--- src/rtl/delay_timer.sv ---
// delay_timer: counts delay_val ticks of CLKS_PER_TICK clocks, one-shot or periodic
// Optional feature macro: DELAY_TIMER_PAUSE_EN adds input delay_pause (freezes counting in HOLD).
// Ports:
//   clk             system clock
//   rst             asynchronous active-high reset
//   delay_en        level request: start on rise, abort on fall
//   delay_mode      0 = one-shot, 1 = periodic (sampled at start)
//   delay_val       delay in ticks (sampled at start)
//   delay_pause     freeze counting while high (only with DELAY_TIMER_PAUSE_EN)
//   delay_fin       completion indication
//   delay_busy      high while counting
//   delay_remaining ticks left in HOLD, 0 otherwise
module delay_timer #(
    parameter int CLKS_PER_TICK = 100000,
    parameter int PRESCALE_W    = 17,
    parameter int CNT_W         = 12
) (
    input  logic             clk,
    input  logic             rst,
    input  logic             delay_en,
    input  logic             delay_mode,
    input  logic [CNT_W-1:0] delay_val,
`ifdef DELAY_TIMER_PAUSE_EN
    input  logic             delay_pause,
`endif
    output logic             delay_fin,
    output logic             delay_busy,
    output logic [CNT_W-1:0] delay_remaining
);
    typedef enum logic [1:0] {IDLE = 2'd0, HOLD = 2'd1, DONE = 2'd2} state_t;
    localparam logic [PRESCALE_W-1:0] PS_LAST = PRESCALE_W'(CLKS_PER_TICK - 1);
    state_t                state_q;
    logic [PRESCALE_W-1:0] prescale_q;
    logic [CNT_W-1:0]      ticks_q;
    logic [CNT_W-1:0]      target_q;
    logic                  mode_q;
    logic                  pause;
`ifdef DELAY_TIMER_PAUSE_EN
    assign pause = delay_pause;
`else
    assign pause = 1'b0;
`endif
    always_ff @(posedge clk or posedge rst) begin
        if (rst) begin
            state_q    <= IDLE;
            prescale_q <= '0;
            ticks_q    <= '0;
            target_q   <= '0;
            mode_q     <= 1'b0;
        end else begin
            case (state_q)
                IDLE: if (delay_en) begin
                    target_q   <= delay_val;
                    mode_q     <= delay_mode;
                    prescale_q <= '0;
                    ticks_q    <= '0;
                    state_q    <= HOLD;
                end
                HOLD: if (!delay_en) begin
                    state_q    <= IDLE;
                    prescale_q <= '0;
                    ticks_q    <= '0;
                end else if (!pause) begin
                    // completion is checked before counting, so ticks never passes target
                    if (ticks_q == target_q) state_q <= DONE;
                    else if (prescale_q == PS_LAST) begin
                        prescale_q <= '0;
                        ticks_q    <= ticks_q + CNT_W'(1);
                    end else prescale_q <= prescale_q + PRESCALE_W'(1);
                end
                DONE: if (!delay_en) state_q <= IDLE;
                else if (mode_q) begin
                    state_q    <= HOLD;
                    prescale_q <= '0;
                    ticks_q    <= '0;
                end
                default: state_q <= IDLE;
            endcase
        end
    end
    assign delay_fin       = (state_q == DONE) & delay_en;
    assign delay_busy      = state_q == HOLD;
    assign delay_remaining = (state_q == HOLD) ? target_q - ticks_q : '0;
endmodule
--- config.mk ---
export PLATFORM = sky130hd
export DESIGN_NAME = delay_timer
export DESIGN_NICKNAME = d
export VERILOG_FILES = /design/src/rtl/delay_timer.sv
export SDC_FILE = /design/constraint.sdc
export NUM_CORES = 1
export LEC_CHECK = 0
export CORE_ASPECT_RATIO = 1.5
export CORE_MARGIN = 2
export CORE_UTILIZATION = 39
export CTS_BUF_LIST = sky130_fd_sc_hd__clkbuf_4 sky130_fd_sc_hd__clkbuf_8
export DETAILED_ROUTE_END_ITERATION = 7
export GPL_TIMING_DRIVEN = 1
export RECOVER_POWER = 25
export SLEW_MARGIN = 40
export SYNTH_ARGS = -nofsm -noshare
export SYNTH_HDL_FRONTEND = slang
export SYNTH_SLANG_ARGS = --single-unit
--- constraint.sdc ---
create_clock -name clk -period 2.6 [get_ports clk]
set_clock_uncertainty 0.15 [all_clocks]
set_input_delay 0.52 -clock clk [delete_from_list [all_inputs] [get_ports clk]]
set_output_delay 0.52 -clock clk [all_outputs]
set_load 0.05 [all_outputs]
==> results of run 1 <==
[flip-flops by register name, summed over array words and instances, names as in the netlist]
name / flops
prescale_q: 17
target_q: 12
ticks_q: 12
state_q: 2
mode_q: 1
[synth_stat cells, types with 3 or more instances]
library cell   n  area, µm²
nand2b_1       3       18.8
a31oi_1        3       18.8
o21ai_0        3       15.0
and3_1         7       43.8
a22o_1         6       52.6
a21oi_2        3       26.3
a21o_1        13       97.6
nor2_1        13       48.8
nand2_1       29        109
nor3_1        13       65.1
o22ai_1        3       18.8
a22oi_1        4       30.0
o21ai_1       11       55.1
dfrtp_1       44       1100
nor2b_1        5       31.3
nand4_1        7       43.8
and2_1         5       31.3
a21oi_1       14       70.1
mux2_2        12        135
ha_1          13        163
o21a_1         6       45.0
or4_1          3       22.5
nand3_1       11       55.1
nor3b_1        4       30.0
o41ai_1        4       35.0
inv_1         21       78.8
nor4_1         3       18.8
o31ai_1        9       67.6
clkbuf_1       5       18.8
[final timing paths]
path                                         start                         to  slack [ns]  cells past startpoint
setup / recovery           target_q[0]$_DFFE_PP0P_        delay_remaining[10]       -0.39                     10
hold / removal              ticks_q[8]$_DFFE_PP0P_     ticks_q[8]$_DFFE_PP0P_        0.34                      1
setup reg to reg            ticks_q[9]$_DFFE_PP0P_  prescale_q[9]$_DFFE_PP0P_        0.07                      8
hold reg to reg             ticks_q[8]$_DFFE_PP0P_     ticks_q[8]$_DFFE_PP0P_        0.34                      1
max in group asynchronous                      rst    target_q[9]$_DFFE_PP0P_        0.83                      3
min in group asynchronous                      rst  prescale_q[8]$_DFFE_PP0P_        0.73                      2
[cell families after synthesis]
kind of cell	synth area share
AOI/OAI and AO/OA	0.240
xor gates and xnor gates	0.00868
adders and majority gates	0.0604
buffers and inverters	0.0467
DFF	0.364
muxes	0.0480
and+or+nand+nor	0.233
[layer usage]
| layer | wire (µm) | GRT usage | up-vias |
|---|---|---|---|
| met5 | 0 | 0 | - |
| met2 | 4510 | 0.398 | 52 |
| met1 | 3100 | 0.216 | 1366 |
| met3 | 243 | 0.0300 | 9 |
| li1 | - | - | 1390 |
| met4 | 154 | 0.0655 | 0 |
[critical path: stages, from the launching register on]
cell,delay [ns]
dfrtp_1,0.38
inv_2,0.07
ha_4,0.12
inv_2,0.03
fa_2,0.33
a21o_1,0.18
nand4_1,0.17
a21boi_2,0.10
o22ai_2,0.17
mux2i_4,0.28
buf_12,0.16
[final cells by class]
cell class                      count  area (µm²)  share of cell area
Inverter                           22        82.6              0.0195
Clock buffer                        6        82.6              0.0195
Sequential cell                    44        1100               0.260
Tap cell                          102         128              0.0302
Timing Repair Buffer               82         852               0.201
Multi-Input combinational cell    249        1970               0.467
Clock inverter                      2        10.0             0.00237
[stage by stage]
stage / cell area (µm²) / util / hold slack (ns) / total power, mW / cells
after floorplan: 3140 / - / 0.298 / 1.20 / 325
after global placement: 3960 / 0.523 / 0.327 / 1.47 / 487
after detailed placement: 3960 / 0.523 / 0.326 / 1.48 / 487
after CTS: 4070 / 0.538 / 0.340 / 1.95 / 497
after global routing: 4230 / 0.559 / 0.380 / 2.08 / 507
final: 4230 / 0.559 / 0.343 / 1.97 / 507
[timing repair]
action | CTS | global route
buffers inserted | 2 | 11
cloned | 0 | 0
gates resized for setup | 4 | 19
pin swaps | 4 | 7
setup endpoints to repair | 10 | 25
[power by group through the flow]
stage / registers (mW) / clock network [mW] / logic (mW)
floorplan: 0.747 / 0 / 0.454
global placement: 0.755 / 0 / 0.717
detailed placement: 0.756 / 0 / 0.723
CTS: 0.742 / 0.475 / 0.734
global route: 0.748 / 0.503 / 0.828
finish: 0.743 / 0.458 / 0.773
==> flow_summary.yaml, run 1 <==
timing:
  tightestPinTransition_ns: 0.979
  finalSetupViolCount: 10
  hold_viol_final: 0
  fmax_mhz: 335
  rsz0062_at_grt: "yes"
  fin_crit_sh: 1.15
  final_max_slew_viol_count: 0
  slew_headroom: 0.347
  timing.final.ws_setup_ns: -0.387
  period_needed_ns: 2.99
  fin_tns_setup_ns: -2.62
synthesis:
  syn_avg_cell_area_um2: 9.31
  postSynthCellCount: 325
  synth_edf_count: 0
  ys_seq_elements: 44
  syn_area_um2: 3030
  syn_nets: 355
  yosysSeqAreaShare: 0.364
  yosysUniqueCellTypes: 67
  ys_warn_count: 0
  ys.flop_type: "dfrtp_1"
  async_flop_share: 1.00
hold_path:
  worstHoldPathType: "reg2reg"
detailed_routing:
  dr.first_iter.drc_count: 144
  vias: 2817
  first_pass_iters: 4
  wl_per_cell_um: 15.8
  routed_wl_mm: 8.00
  route.detailed.drc: 0
  via_per_inst: 5.56
  drtAntennaViolNets: 0
clocking:
  cts_tree: "built"
  clk_pin_slew_ns: 0.08
  cts_buffer_depth: 2
  insertion_delay_ns: 0.31
  clock_sinks: 44
  hold_buffers: 0
  cts_root_buf: "clkbuf_8"
  cts_buffers: 5
  htree_num_levels: 2
floorplan:
  core_um2: 7560
  chipHeight_um: 112
  initial_core_util: 0.400
  die-area_um2: 8500
  ios: 30
  core.rowCount: 39
  chipWidth_um: 75.9
layout:
  area_growth_pct: 39.8
  final_cell_mix: "buf_4, dfrtp_1, nand2_1, inv_1, clkdlybuf4s50_1"
  final_common_cell: "buf_4"
  nFillCells: 653
  antenna_cells: 0
  nets: 434
  drive_above_1_share: 0.326
pwr:
  seqPwrFrac: 0.376
  powerDensity_nw_per_um2: 466
  switching_share: 0.340
  clockPowerShare: 0.232
  ir_drop_mv: 0.355
  p_comb_frac: 0.392
  intPower_mw: 1.30
  switching_power_uw: 671
  leakagePower_nw: 1.79
flow_run:
  maxCapViolCount: 0
global_route:
  grt_pass1_vias: 2889
  grt_overflow: 0
  antenna_found_initial: 0
  grt_max_degree: 26
  grt_usage: 0.201
  grt_first_pass_wirelength_mm: 13.8
critical_path:
  crit_path_start_kind: "register"
  critPathKind: "reg2out"
  cp.arrival_ns: 2.32
  cp.required_ns: 1.93
  worstPathMaxFanout: 3
  worst_setup_path_end_kind: "output port"
status:
  violations: "setup timing"
  status: "finished, violations left"
placement:
  dp_slack_ns: -0.0954
  io_buffers: 29
  dp_hpwl_mm: 6.20
  gp_congestion: 0.846
Note: power is estimated with default switching activity, not from simulation.
==> inputs of run 2 (changes only) <==
Settings changed: HOLD_SLACK_MARGIN from default to 0.05.
==> results of run 2 <==
Same layout as run 1: the final DEF is identical, and so are final timing and power.
==> inputs of run 3 (changes only) <==
Settings changed: CORE_UTILIZATION 39 to 30.
Clock period 2.6 ns to 3.1 ns, I/O delays scaled along.
==> flow_summary.yaml, run 3 (same netlist as run 1, synthesis figures left out) <==
critical_path:
  cp-endpoint: "delay_remaining[10]"
  cp-startpoint: "ticks_q[0]$_DFFE_PP0P_"
  worstPathMaxFanout: 3
  reg2reg_depth: 8
  path_cells: "ha_4, inv_2, fa_2, a21o_1, nand4_1, a21boi_2, o22ai_2, mux2i_2, buf_12"
  worst_setup_path_end_kind: "output port"
  cp.arrival_ns: 2.28
  r2r-end: "prescale_q[9]$_DFFE_PP0P_"
  cp_slowest_cell: "dfrtp_1"
  timing.rr.start: "ticks_q[7]$_DFFE_PP0P_"
  crit_path_start_kind: "register"
  critPathKind: "reg2out"
  cp_slowest_stage_delay_ns: 0.43
  cp.required_ns: 2.33
  r2r_slack_ns: 0.45
layout:
  antenna_cells: 0
  reg.largest.list: "prescale_q (17), target_q (12), ticks_q (12)"
  final_common_cell: "dfrtp_1"
  nFillCells: 949
  final_cell_mix: "dfrtp_1, nand2_1, buf_4, inv_1, clkdlybuf4s50_1"
  top_register: "prescale_q"
  drive_above_1_share: 0.262
  fin_cells: 489
  area_growth_pct: 30.1
  final_design_area_no_fill_um2: 3940
  nets: 404
  largest_register_ffs: 17
global_route:
  grt_first_pass_wirelength_mm: 13.2
  antenna_found_initial: 0
  grt_overflow: 0
  grt_usage: 0.152
  grt_pass1_vias: 2740
  grt_max_degree: 45
timing:
  fin_crit_sh: 0.983
  rsz0062_at_grt: "yes"
  period_needed_ns: 3.05
  fin_tns_setup_ns: 0
  slew_headroom: 0.222
  final_max_slew_viol_count: 0
  fmax_mhz: 328
  hold_viol_final: 0
  tightestPinTransition_ns: 1.17
  finalSetupViolCount: 0
floorplan:
  chipHeight_um: 127
  initial_core_util: 0.311
  core.rowCount: 44
  core_um2: 9740
  ios: 30
  chipWidth_um: 86.0
  die-area_um2: 10900
placement:
  placed_area_um2: 3640
  dp_hpwl_mm: 5.96
  io_buffers: 29
  gp_congestion: 0.796
  post-place-cells: 473
detailed_routing:
  via_per_inst: 5.58
  routed_wl_mm: 8.12
  first_pass_iters: 4
  dr.first_iter.drc_count: 135
  wl_per_cell_um: 16.6
  drtAntennaViolNets: 0
  vias: 2730
  route.detailed.drc: 0
status:
  status: "finished, final reports clean"
hold_path:
  worstHoldPathType: "reg2reg"
pwr:
  powerDensity_nw_per_um2: 403
  leakagePower_nw: 1.59
  ir_drop_mv: 0.153
  total_power_mw: 1.59
clocking:
  clk_pin_slew_ns: 0.09
  cts_buffer_depth: 2
  cts_buffers: 5
  cts_root_buf: "clkbuf_8"
  cts_tree: "built"
  insertion_delay_ns: 0.31
  htree_num_levels: 2
  clock_sinks: 44
flow_run:
  maxCapViolCount: 0
## run 3: cell types whose count changed in the layout (fill, tap and decap cells not counted), sizes merged
cell / delta
clkdlybuf4s50: +1
clkbuf: +2
inv: -1
buf: -33
## run 3: worst min path at each step
| stage | startpoint | end | slack, ns | cells after the start |
|---|---|---|---|---|
| 2_1_floorplan | ticks_q[8]$_DFFE_PP0P_ | ticks_q[8]$_DFFE_PP0P_ | 0.30 | 1 |
| 3_3_place_gp | ticks_q[8]$_DFFE_PP0P_ | ticks_q[8]$_DFFE_PP0P_ | 0.33 | 1 |
| 3_5_place_dp | ticks_q[8]$_DFFE_PP0P_ | ticks_q[8]$_DFFE_PP0P_ | 0.33 | 1 |
| 4_1_cts | prescale_q[16]$_DFFE_PP0P_ | prescale_q[16]$_DFFE_PP0P_ | 0.34 | 1 |
| 5_1_grt | ticks_q[6]$_DFFE_PP0P_ | ticks_q[6]$_DFFE_PP0P_ | 0.35 | 1 |
| 6_report | ticks_q[6]$_DFFE_PP0P_ | ticks_q[6]$_DFFE_PP0P_ | 0.34 | 1 |
## run 3: what timing repair did
action / CTS / global route
hold buffers: 0 / 0
resized for setup: 11 / 19
setup buffers: 2 / 7
endpoints found under the setup margin: 6 / 6
pin swaps: 2 / 10
## run 3: metrics by stage
step                      hold WS, ns  utilization  worst slack (ns)
final                           0.340        0.404            0.0517
after global routing            0.352        0.404           -0.0860
after CTS                       0.342        0.389           -0.0195
after detailed placement        0.328        0.373            0.0942
after global placement          0.328        0.373             0.168
after floorplan                 0.298            -            0.0783
## run 3: area by class of cell
class / instances / area, µm² / share of cell area
clock buffers: 6 / 76.3 / 0.0194
multi-input cells: 249 / 1970 / 0.499
well taps: 115 / 144 / 0.0365
flip-flops and latches: 44 / 1100 / 0.280
clock inverters: 1 / 5.00 / 0.00127
repair buffers: 52 / 563 / 0.143
inverters: 22 / 82.6 / 0.0210
## run 3: worst max-delay path, delay by kind of cell, from the launching register on
| kind | cells | cell delay (ns) |
|---|---|---|
| multiplexers | 1 | 0.28 |
| AND/OR/NAND/NOR | 1 | 0.15 |
| flip-flops | 1 | 0.43 |
| AO/OA/AOI/OAI | 3 | 0.42 |
| adder cells (fa/ha/maj) | 2 | 0.49 |
| buffers and inverters | 2 | 0.20 |
## run 3: power breakdown
part           internal (mW)  total [mW]  switching (mW)  leakage (nW)
Clock                  0.163       0.371           0.209        0.0445
Combinational          0.273       0.589           0.316         0.968
Sequential             0.601       0.629          0.0275         0.582
Total                   1.04        1.59           0.552          1.59
## run 3: metal layers
metal | vias to the layer above | share of wire | wire length [µm] | track usage
met5 | - | 0 | 0 | 0
met4 | 0 | 0.031 | 250 | 0.0700
met3 | 16 | 0.026 | 208 | 0.0265
met2 | 56 | 0.56 | 4510 | 0.285
met1 | 1339 | 0.39 | 3150 | 0.161
li1 | 1319 | - | - | -
